$ cat src/rtl/piezo_event_sequencer.sv
// rtl/piezo_event_sequencer.sv - fixed-priority piezo pattern scheduler with pre-emption
module piezo_event_sequencer #(
    parameter int unsigned CLK_HZ  = 50_000_000,
    parameter int unsigned NOTE_MS = 100,
    parameter int unsigned GAP_MS  = 20
) (
    input  logic       clk,
    input  logic       rst,
    input  logic       tick_1ms,
    input  logic [3:0] req,
    input  logic       cancel,
    output logic [3:0] ack,
    output logic       busy,
    output logic [1:0] active_id,
    output logic       piezo
);

    typedef enum logic [1:0] {IDLE, NOTE, GAP} state_t;

    localparam logic [31:0] H_C6 = 32'(CLK_HZ / (2 * 1047));
    localparam logic [31:0] H_C5 = 32'(CLK_HZ / (2 * 523));
    localparam logic [31:0] H_E5 = 32'(CLK_HZ / (2 * 659));
    localparam logic [31:0] H_G5 = 32'(CLK_HZ / (2 * 784));
    localparam logic [31:0] H_G4 = 32'(CLK_HZ / (2 * 392));
    localparam logic [31:0] H_C4 = 32'(CLK_HZ / (2 * 262));
    localparam logic [31:0] H_A5 = 32'(CLK_HZ / (2 * 880));

    localparam logic [15:0] NOTE_LAST = 16'(NOTE_MS - 1);
    localparam logic [15:0] GAP_LAST  = 16'(GAP_MS - 1);

    // Tone half-period for a given pattern and note index
    function automatic logic [31:0] half_of(input logic [1:0] id, input logic [1:0] n);
        case (id)
            2'd0:    half_of = H_C6;
            2'd1:    half_of = (n == 2'd0) ? H_C5 : ((n == 2'd1) ? H_E5 : H_G5);
            2'd2:    half_of = (n == 2'd0) ? H_G4 : H_C4;
            default: half_of = (n == 2'd0) ? H_A5 : H_E5;
        endcase
    endfunction

    // Index of the final note of each pattern
    function automatic logic [1:0] last_note(input logic [1:0] id);
        case (id)
            2'd0:    last_note = 2'd0;
            2'd1:    last_note = 2'd2;
            default: last_note = 2'd1;
        endcase
    endfunction

    state_t      state_q, state_d;
    logic [1:0]  pat_q, pat_d;
    logic [1:0]  note_q, note_d;
    logic [31:0] half_cnt_q, half_cnt_d;
    logic [15:0] ms_cnt_q, ms_cnt_d;
    logic        piezo_q, piezo_d;
    logic [3:0]  pending_q, pending_d;
    logic [3:0]  ack_q, ack_d;

    logic [3:0]  pend_eff;
    logic [1:0]  hi_id;
    logic        hi_valid;

    // Merge new requests with latched ones (cancel suppresses alarm) and pick the highest
    always_comb begin
        pend_eff = pending_q | req;
        if (cancel) begin
            pend_eff[3] = 1'b0;
        end
        hi_valid = |pend_eff;
        hi_id    = 2'd0;
        for (int i = 0; i < 4; i++) begin
            if (pend_eff[i]) begin
                hi_id = 2'(i);
            end
        end
    end

    // Next-state: cancel, accept/pre-empt, then note/gap timing
    always_comb begin
        state_d    = state_q;
        pat_d      = pat_q;
        note_d     = note_q;
        half_cnt_d = half_cnt_q;
        ms_cnt_d   = ms_cnt_q;
        piezo_d    = piezo_q;
        pending_d  = pend_eff;
        ack_d      = 4'b0000;

        if (cancel && (state_q != IDLE) && (pat_q == 2'd3)) begin
            state_d = IDLE;
            piezo_d = 1'b0;
        end else if (hi_valid && ((state_q == IDLE) || (hi_id > pat_q))) begin
            pending_d[hi_id] = 1'b0;
            ack_d            = 4'b0001 << hi_id;
            state_d          = NOTE;
            pat_d            = hi_id;
            note_d           = 2'd0;
            half_cnt_d       = 32'd0;
            ms_cnt_d         = 16'd0;
            piezo_d          = 1'b0;
        end else begin
            case (state_q)
                NOTE: begin
                    if (half_cnt_q == half_of(pat_q, note_q) - 32'd1) begin
                        half_cnt_d = 32'd0;
                        piezo_d    = ~piezo_q;
                    end else begin
                        half_cnt_d = half_cnt_q + 32'd1;
                    end
                    if (tick_1ms) begin
                        if (ms_cnt_q == NOTE_LAST) begin
                            state_d    = GAP;
                            ms_cnt_d   = 16'd0;
                            half_cnt_d = 32'd0;
                            piezo_d    = 1'b0;
                        end else begin
                            ms_cnt_d = ms_cnt_q + 16'd1;
                        end
                    end
                end
                GAP: begin
                    piezo_d = 1'b0;
                    if (tick_1ms) begin
                        if (ms_cnt_q == GAP_LAST) begin
                            ms_cnt_d   = 16'd0;
                            half_cnt_d = 32'd0;
                            if (note_q != last_note(pat_q)) begin
                                note_d  = note_q + 2'd1;
                                state_d = NOTE;
                            end else if (pat_q == 2'd3) begin
                                note_d  = 2'd0;
                                state_d = NOTE;
                            end else begin
                                state_d = IDLE;
                            end
                        end else begin
                            ms_cnt_d = ms_cnt_q + 16'd1;
                        end
                    end
                end
                default: begin
                    piezo_d = 1'b0;
                end
            endcase
        end
    end

    // State and datapath registers with synchronous reset
    always_ff @(posedge clk) begin
        if (rst) begin
            state_q    <= IDLE;
            pat_q      <= 2'd0;
            note_q     <= 2'd0;
            half_cnt_q <= 32'd0;
            ms_cnt_q   <= 16'd0;
            piezo_q    <= 1'b0;
            pending_q  <= 4'd0;
            ack_q      <= 4'd0;
        end else begin
            state_q    <= state_d;
            pat_q      <= pat_d;
            note_q     <= note_d;
            half_cnt_q <= half_cnt_d;
            ms_cnt_q   <= ms_cnt_d;
            piezo_q    <= piezo_d;
            pending_q  <= pending_d;
            ack_q      <= ack_d;
        end
    end

    assign ack       = ack_q;
    assign busy      = (state_q != IDLE);
    assign active_id = pat_q;
    assign piezo     = piezo_q;

endmodule

$ cat config.mk
export PLATFORM = sky130hd
export DESIGN_NAME = piezo_event_sequencer
export DESIGN_NICKNAME = d
export VERILOG_FILES = /design/src/rtl/piezo_event_sequencer.sv
export SDC_FILE = /design/constraint.sdc
export NUM_CORES = 1
export LEC_CHECK = 0
export CORE_UTILIZATION = 35
export CTS_CLUSTER_SIZE = 8
export DETAILED_ROUTE_END_ITERATION = 7
export PLACE_DENSITY = 0.52
export SLEW_MARGIN = 20
export SYNTH_ARGS = -nofsm -noshare
export SYNTH_HDL_FRONTEND = slang
export SYNTH_SLANG_ARGS = --single-unit
export TNS_END_PERCENT = 50
$ cat constraint.sdc
create_clock -name clk -period 4.2 [get_ports clk]
set_input_delay 1.05 -clock clk [delete_from_list [all_inputs] [get_ports clk]]
set_output_delay 1.05 -clock clk [all_outputs]
set_load 0.01 [all_outputs]
Word level (Yosys, flattened, before mapping)
Index checks and enable logic that the tools add are counted.
{"block": "word_totals", "output_inout_bits": 8, "word_cells": 120, "in_bits": 8, "reg_bits": 63}
{"block": "classes", "n_mux": 52, "magnitude_cmp": 3, "n_reduce_logical": 26, "n_shift": 1, "addsub": 4, "n_bitwise": 7, "eq_ne": 18}
{"op": "$mux W32", "n": 9}
{"op": "$mux W16", "n": 8}
{"op": "$pmux W32 S2", "n": 1}
{"op": "$pmux W17 S3", "n": 1}
{"op": "$mux W2", "n": 17}
{"op": "$add A32 B1 Y32 const B", "n": 1}
{"op": "$eq A32 B32 Y1", "n": 1}
{"op": "$pmux W16 S2", "n": 1}
{"op": "$sub A32 B1 Y32 const B", "n": 1}
{"op": "$mux W17", "n": 1}
{"op": "$add A16 B1 Y16 const B", "n": 1}
{"op": "$eq A16 B5 Y1 const B", "n": 1}
{"op": "$eq A16 B7 Y1 const B", "n": 1}
{"op": "$reduce_and A5 Y1", "n": 3}
{"op": "$ne A3 B3 Y1 const B", "n": 4}
{"op": "$reduce_bool A2 Y1", "n": 5}
{"op": "$mux W1", "n": 9}
{"op": "$mux W4", "n": 2}
{"op": "$ne A2 B2 Y1 const B", "n": 4}
{"op": "$pmux W2 S2", "n": 2}
{"op": "$reduce_and A4 Y1", "n": 2}
{"op": "$reduce_or A4 Y1", "n": 2}
{"op": "$eq A2 B1 Y1 const B", "n": 3}
{"op": "$eq A2 B2 Y1 const B", "n": 3}
{"op": "18 further kinds", "n": 28}

Depth between registers and ports, before layout
{"block": "logic_depth", "word_depth": 16, "depth_mapped": 12, "depth_no_buf": 10}

Worst setup path before layout
No wires, ideal clock.
{"block": "synth_timing", "path_kind": "input -> register", "from": "in req[3]", "to": "reg half_cnt_q[4]", "arrival_time_ns": 3.436, "n_path_buf": 0, "setup_time_ns": 0.079, "path_slack_ns": 0.685, "required_ns": 4.121, "path_stages": 10, "path_cell_list": "o21bai_2 -> nand2_2 -> ha_1 -> nor2b_1 -> o21ai_0 -> o2bb2ai_2 -> nor4b_4 -> nand2b_4 -> or4_1 -> o211ai_1"}
{"block": "synth_via", "elab_chain_len": 8, "word_cells_on_any_way": 12, "cone_classes": "1 x order compare; 2 x eq/ne; 3 x mux; 1 x bitwise; 5 x reduce/logical"}
{"item": "start, declared", "line_no": "10", "source": "input logic [3:0] req,"}
{"item": "$or A4 B4 Y4 *", "line_no": "65", "source": "pend_eff = pending_q | req;"}
{"item": "$mux W1 *", "line_no": "66", "source": "if (cancel) begin"}
{"item": "$mux W2 *", "line_no": "72", "source": "if (pend_eff[i]) begin"}
{"item": "named net hi_id[1]", "line_no": "60", "source": "logic [1:0] hi_id;"}
{"item": "$gt A2 B2 Y1 *", "line_no": "92", "source": "end else if (hi_valid && ((state_q == IDLE) || (hi_id > pat_q))) begin"}
{"item": "$logic_or A1 B1 Y1 *", "line_no": "92"}
{"item": "$logic_and A1 B1 Y1 *", "line_no": "92"}
{"item": "$ne A3 B3 Y1 (no source line) or $reduce_bool A3 Y1 (tied branches)"}
{"item": "$reduce_and A4 Y1 (no source line)"}
{"item": "end signal, assigned", "line_no": "163", "source": "half_cnt_q <= half_cnt_d;"}
{"item": "end, declared", "line_no": "53", "source": "logic [31:0] half_cnt_q, half_cnt_d;"}
The timed path passes the listed nets; every way through them passes the cells marked *.
A chain may end at the register's enable or synchronous reset.

Worst setup path after layout
{"block": "layout_timing", "from": "in cancel", "to": "reg half_cnt_q[9]"}
{"block": "layout_via", "elab_chain_len": 7, "word_cells_on_any_way": 14, "cone_classes": "1 x order compare; 2 x eq/ne; 3 x mux; 1 x bitwise; 7 x reduce/logical"}
{"item": "start, declared", "line_no": "11", "source": "input logic cancel,"}
{"item": "$mux W1 *", "line_no": "66"}
{"item": "$mux W2 *", "line_no": "72"}
{"item": "named net hi_id[1]", "line_no": "60"}
{"item": "$gt A2 B2 Y1 *", "line_no": "92"}
{"item": "$logic_or A1 B1 Y1 *", "line_no": "92"}
{"item": "$logic_and A1 B1 Y1 *", "line_no": "92"}
{"item": "$ne A3 B3 Y1 (no source line) or $reduce_bool A3 Y1 (tied branches)"}
{"item": "$reduce_and A4 Y1 (no source line)"}
Marks and branches as above.

==> qor.yml <==
status: "finished, final reports clean"
fin_skew_ps: 12.8
start_util_pct: 36.0
synth_ff_type: "dfxtp_1"
yosysMostFrequentCell: "dfxtp_1"
drc: 0
ir_drop_v: 0.000147
synthCells: 486
post-route-min-period_ps: 3710
ys_warn_count: 0
critPathRequiredTime_ps: 4500
synth_largest_area_cell: "dfxtp_1"
avgSynthCellArea_sq_um: 8.07
place_congestion: 0.794
first_pass_iters: 4
crit_fanout: 12
holdCritPathClass: "reg -> reg"
period_share_pct: 88.2
grt_usage_pct: 17.9
final_util_pct: 40.7
finalHoldViolCount: 0
worstMarginPinSlew_ps: 959
grt_pass1_vias: 3402
core_sq_mm: 0.0109
cts_sinks: 63
max_stage_delay_ps: 690
start_kind: "input port"
grt_pass1_wl_microns: 16400
power_density_mw_per_mm2: 351
p_leak_uw: 0.00151
fmax_mhz: 270
cp_slowest_cell: "or4b_1"
antenna_cells: 0
async_flop_share_pct: 0
synthesis.nets: 500
synth_commonest_cells: "63 x dfxtp_1, 60 x nand2_1, 42 x nor2_1"
clkLatencyLatePin_ps: 360
yosys_register_bits: 63
maxSlewHeadroom_pct: 36.0
syn_to_final_growth_pct: 13.1
wl_per_cell_microns: 14.8
synth_enable_flop_cells: 0
rows: 38
cts.clk_slew.worst_paths_ps: 70
synth-seq-area-share_pct: 32.1
overflow: 0
cts-root-buf: "clkbuf_8"
port_buffers: 15
yosysTopAreaCellShare_pct: 32.1
cts_hold_buf: 0
cts_max_level: 3
grt_max_degree: 30
ios: 16
cp_data_arrival_time_ps: 4000
via_per_inst: 5.56
end_kind: "flop"
nNetsFinal: 512
setup_viol: 0
fillCellCount: 1105
cts_tree: "done"
clock_path_buffers: 2
first_iter_violations: 207
hpwlAfterDp_microns: 6660
die_h_microns: 108
rsz0062_at_grt: "no"
cap_violations: 0
synthesis.area_sq_mm: 0.00392
cts_made_buffers: 9
cts_resized: 0
crit_type: "in -> reg"
die_area_sq_mm: 0.0116
setup_tns_ps: 0
wirelength_microns: 9510
postRouteAntennaNets: 0
drive_above_1_share_pct: 11.3
path_cells: "clkdlybuf4s50_1 > o21bai_2 > nand2_2 > ha_1 > nor2b_1 > o21ai_0 > o2bb2ai_2 > or4b_1 > buf_4 > nor4_1 > a211o_1"
regArea_sq_mm: 0.00126
multiInputGateArea_sq_mm: 0.00243
vias: 3578
ys_types: 75
finalMaxSlewViolations: 0
antenna_found_initial: 0
die_w_microns: 108
postCtsSetupBuffers: 0
ys_top_cells_by_area: "dfxtp_1 32%, nand2_1 5.7%, xor2_1 4.2%"
## cell type report
class | count | area share, %
clock buffers | 12 | 3.72
clock inverters | 4 | 1.72
inverters | 11 | 0.931
multi-input cells | 380 | 54.8
flip-flops and latches | 63 | 28.4
well taps | 140 | 3.95
repair buffers | 33 | 6.43
## worst max-delay path, delay by kind of cell
family | cells | cell delay, ps
AND/OR/NAND/NOR | 4 | 1160
buffers and inverters | 2 | 750
AO/OA/AOI/OAI | 4 | 740
adder cells (fa/ha/maj) | 1 | 290
## final timing paths
check	startpoint	endpoint	slack, ps	cells past startpoint
min	half_cnt_q[25]	half_cnt_q[25]	500	2
min reg2reg	half_cnt_q[25]	half_cnt_q[25]	500	2
max	cancel	half_cnt_q[9]	490	11
max reg2reg	note_q[0]	half_cnt_q[20]	930	10
## power breakdown
group | switching (uW) | total [uW] | leakage, uW | internal, uW
Clock | 250 | 634 | 0.000119 | 384
Combinational | 166 | 290 | 0.000884 | 123
Sequential | 21.5 | 634 | 0.000510 | 613
## cell usage in the layout, fill, tap and decap left out, drive strengths merged, types with 7 or more instances in the layout
cell type      synthesis  layout
or2                    7       7
nand4b                 9       9
inv                   11      11
xor2                  19      19
or4                    8       8
nor4b                  8       8
clkbuf                10      12
o21ai                 24      24
and3                   7       7
nor2                  43      43
nand2                 61      61
clkdlybuf4s50          0      15
nor4                  16      16
xnor2                  7       7
dfxtp                 63      63
a21oi                 11      11
nand4                 10      10
nor2b                  8       8
nor3                  20      20
buf                   22      18
nand3                 25      25
## sequential cells by signal (all words and copies together), names as in the netlist
register	flops
half_cnt_q	32
ms_cnt_q	16
ack	4
pending_q	4
active_id	2
note_q	2
state_q	2
piezo	1
## per-layer routing
metal / GRT usage (%) / vias to the layer above / part of all wire (%)
li1: - / 1811 / -
met1: 24.7 / 1712 / 52
met2: 27.2 / 44 / 43
met3: 2.78 / 11 / 2.8
met4: 7.93 / 0 / 1.7
met5: 0 / - / 0
## per-stage QoR
step | total power, uW | cell area, sq um | instances | hold slack [ps] | setup slack, ps
after global routing | 1640 | 4440 | 643 | 541 | 275
after detailed placement | 936 | 4200 | 627 | 492 | 168
final | 1560 | 4440 | 643 | 501 | 494
after floorplan | 853 | 3920 | 486 | 459 | 685
after CTS | 1580 | 4440 | 643 | 506 | 516
after global placement | 934 | 4200 | 627 | 480 | 201
## kinds of logic (layout without fill, tap and decap cells)
group           Yosys count  after routing  synth area share, %
buf+inv                  43             60                 5.87
simple gates            247            247                 34.7
mux                       5              5                 1.31
compound gates           96             96                 18.3
xor+xnor                 26             26                 5.80
fa+ha+maj                 6              6                 1.91
flops                    63             63                 32.1
Power figures use the tool's default switching activity.
==> variant 1, RTL diff (same flow settings) <==
Take the reset off `pending_q` and load it in a clocked block of its own.
--- a/src/rtl/piezo_event_sequencer.sv
+++ b/src/rtl/piezo_event_sequencer.sv
@@ -154,7 +154,6 @@
             half_cnt_q <= 32'd0;
             ms_cnt_q   <= 16'd0;
             piezo_q    <= 1'b0;
-            pending_q  <= 4'd0;
             ack_q      <= 4'd0;
         end else begin
             state_q    <= state_d;
@@ -163,9 +162,12 @@
             half_cnt_q <= half_cnt_d;
             ms_cnt_q   <= ms_cnt_d;
             piezo_q    <= piezo_d;
-            pending_q  <= pending_d;
             ack_q      <= ack_d;
         end
+    end
+
+    always_ff @(posedge clk) begin
+        pending_q <= pending_d;
     end
 
     assign ack       = ack_q;
Behaviour: not the same (a bounded check fails within 4 cycles, from zero or initial values and one cycle with rst high).
==> variant 1 against the unedited design <==
- synthesized area is 5.3% lower
- sequential cell count stayed put
- synthesized cell count is 2.9% lower
- global-route usage is 0.60 points lower
- wire length is 6.6% lower
- maximum frequency is 3.6% higher
- design area is 5.8% lower
- core utilization is 0.28 points lower
- combinational power is 19% higher
- worst setup slack better by 0.13 ns
- total power is 0.26% higher
- largest power group unchanged
- clock skew is 0.0047 ns lower
- register-to-register slack hardly changed
==> variant 1: results (changes against the unedited design) <==
metric	value	unit	change
Worst VDD drop	0.218	mV	+49%
Leakage	1.38	nW	-8.9%
final cell count without fillers	618		-3.9%
largest net degree at the start of global routing	32		+6.7%
worst hold path startpoint	half_cnt_q[31]$_SDFFE_PP0P_		
status	finished, final reports clean		
worst slew pin tran	0.736	ns	-0.223 ns
routed len/inst	14.4	µm	-2.9%
post-DR vias/cell	5.43		-2.4%
CP max stage cell	or3_1		
dpl cell area	3970	µm²	-5.4%
Post-Synthesis Cells	472		-2.9%
crit-path max FO	17		+5
critical path's largest stage delay	0.43	ns	-0.26 ns
sequential fraction of the synthesis area	33.9	%	+1.8 points
Hold EP	half_cnt_q[31]$_SDFFE_PP0P_		
R2R Path Start	note_q[1]$_SDFFE_PP0P_		
Worst Path Arrival	3.85	ns	-0.15 ns
Syn Nets	486		-2.8%
initial drt markers	106		-49%
Setup crit start	req[3]		
share of layout cells above drive strength 1	8.71	%	-2.6 points
reg2reg end	half_cnt_q[10]$_SDFFE_PP0P_		
Yosys cell types	65		-13%
clock skew	0.00815	ns	-0.00468 ns
[variant 1: layer usage]
metal | share of wire [%] | vias up | track usage (%)
met3 | 3.9 | 10 | 4.62
met2 | 47 | 67 | 30.1
met1 | 48 | 1567 | 20.3
met4 | 1.6 | 0 | 6.14
met5 | 0 | - | 0
li1 | - | 1714 | -
[variant 1: logic make-up (layout without fill, tap and decap cells)]
kind of cell,Yosys count,in the layout,share of synthesized area [%]
XOR/XNOR,31,31,7.31
flip-flops,63,63,33.9
AO/OA/AOI/OAI,102,102,19.4
buffers and inverters,36,46,4.38
multiplexers,3,3,0.808
adder cells (fa/ha/maj),6,6,2.02
AND/OR/NAND/NOR,231,231,32.2
[variant 1: power breakdown]
group | total (W) | internal [W] | switching (W) | leakage, nW
clock | 0.000556 | 0.000321 | 0.000235 | 0.109
combinational | 0.000345 | 0.000136 | 0.000209 | 0.758
sequential | 0.000660 | 0.000623 | 0.0000373 | 0.510
[variant 1: worst min-delay path, cell delays in order, from the launching register on]
cell and delay, ns:
dfxtp_1 0.33, nand2_1 0.06, o21ai_1 0.05
[variant 1: final cells by class]
class                      count  share of cell area [%]
clock buffer                  13                    4.04
multi-input combinational    373                    55.0
inverter                       9                   0.809
sequential                    63                    30.2
tap                          136                    4.07
timing repair buffer          21                    4.97
clock inverter                 3                   0.958
==> variant 2, RTL diff (same settings) <==
Without the edit above. `CLK_HZ`: 50_000_000 -> 37_500_000.
--- a/src/rtl/piezo_event_sequencer.sv
+++ b/src/rtl/piezo_event_sequencer.sv
@@ -1,6 +1,6 @@
 // rtl/piezo_event_sequencer.sv - fixed-priority piezo pattern scheduler with pre-emption
 module piezo_event_sequencer #(
-    parameter int unsigned CLK_HZ  = 50_000_000,
+    parameter int unsigned CLK_HZ  = 37_500_000,
     parameter int unsigned NOTE_MS = 100,
     parameter int unsigned GAP_MS  = 20
 ) (
Behaviour: no difference found for any inputs over 4 cycles, from zero or initial values and one cycle with rst high; that may be too few to reach the edited logic, so the function may still have changed.
==> variant 2 against the unedited design <==
- first-iteration DRC count up 14%
- synthesized area grew 2.3%
- design area is 3.1% higher
- global-route usage decreased by 1.2 points
- critical path depth up 2
- worst setup slack improved by 0.063 ns
- sequential cell count stayed put
- sequential share of layout area down 0.86 points
- via count down 3.1%
- wire length decreased by 3.8%
- total power rose by 21%
- non-clock buffer count fell by 8
- critical endpoint is now half_cnt_q[12]$_SDFFE_PP0P_
- highest routed layer unchanged
==> variant 2: results (changes against the unedited design) <==
metric	value	unit	change
status	finished, final reports clean		
Worst Reg-to-Reg Cells	13		+3
worst reg2reg setup slack	0.56	ns	-0.37 ns
R2R Path Start	note_q[1]$_SDFFE_PP0P_		
Yosys cell types	78		+4.0%
GRT met3 Usage	3.77	%	+0.98 points
Clock Pin Slew Worst Setup and Hold Paths	0.05	ns	-0.02 ns
final-report hold violation count	0		unchanged
Hold EP	ms_cnt_q[11]$_SDFFE_PP0P_		
comb pwr	0.000411	W	+42%
PortBufs	15		unchanged
cell count of the worst hold path	2		unchanged
GPL Wtd Cong	0.819		+3.1%
sequential fraction of the synthesis area	31.4	%	-0.71 points
WL final	9.15	mm	-3.8%
Main synth FF type	dfxtp_1		
Sequential Power Share	34.3	%	-6.4 points
Syn Nets	507		+1.4%
synth cell count leaders	dfxtp_1 (63), nor2_1 (54), nand2_1 (51), nand3_1 (27), a21oi_1 (26)		
f_max	274	MHz	+1.7%
dpl cell area	4240	µm²	+1.2%
sequential power	0.000643	W	+1%
CP max stage cell	or2_1		
Setup crit start	note_q[1]$_SDFFE_PP0P_		
first-pass GRT wire length	15.6	mm	-5.1%
worst hold path startpoint	ms_cnt_q[11]$_SDFFE_PP0P_		
clock skew	0.00483	ns	-0.00800 ns
worst-skew pair later-pin latency	0.33	ns	-0.03 ns
DP HPWL	6.58	mm	-1.2%
CTS root buffer	clkbuf_16		
critical path endpoint	half_cnt_q[12]$_SDFFE_PP0P_		
met2 track demand over resource	27.2	%	-0.065 points
Critical Path End Type	register		
post-DR vias/cell	5.37		-3.4%
hold_ws	0.509	ns	+0.00765 ns
pre-CTS setup slack	0.311	ns	+0.144 ns
NumNets Final	518		+1.2%
total track usage	16.7	%	-1.2 points
antenna diode count	0		unchanged
initial drt markers	235		+14%
critical path's largest stage delay	0.47	ns	-0.22 ns
post-CTS sizing	0		unchanged
Relative slew margins	62.1	%	+26 points
reg2reg end	half_cnt_q[12]$_SDFFE_PP0P_		
crit-path max FO	10		-2
largest net degree at the start of global routing	42		+40%
share of layout cells above drive strength 1	12.1	%	+0.75 points
ranking of synthesized cells by area	dfxtp_1 (31%), nor2_1 (5.1%), nand2_1 (4.8%), xnor2_1 (3.9%), nand3_1 (3.4%)		
M1 GR Usage	21.2	%	-3.5 points
vias in the first global route	3305		-2.9%
Synth Warn #	0		unchanged
Internal	0.00136	W	+21%
H-tree Lvls	3		unchanged
Leakage	1.58	nW	+4.7%
Worst VDD drop	0.225	mV	+53%
variant 2: routing by layer:
layer | vias up | wire length [µm]
li1 | 1783 | -
met1 | 1628 | 4470
met2 | 41 | 4310
met3 | 14 | 220
met4 | 0 | 150
met5 | - | 0
variant 2: kinds of logic after synthesis:
logic type | Yosys count | synth area share [%]
flip-flops | 63 | 31.4
XOR/XNOR | 29 | 6.33
multiplexers | 9 | 2.28
AND/OR/NAND/NOR | 236 | 31.8
adder cells (fa/ha/maj) | 9 | 2.81
buffers and inverters | 38 | 6.05
AO/OA/AOI/OAI | 106 | 19.3
variant 2: cell type report:
type / count / area (µm²)
timing repair buffer: 25 / 250
clock inverter: 3 / 65.1
tap: 140 / 175
sequential: 63 / 1260
inverter: 13 / 48.8
fill: 1111 / 6410
multi-input combinational: 389 / 2510
clock buffer: 12 / 267
variant 2: stage by stage:
step                instances  util, %
floorplan                 490        -
global placement          630     38.6
detailed placement        630     38.6
CTS                       645     41.7
global route              645     41.7
finish                    645     41.7
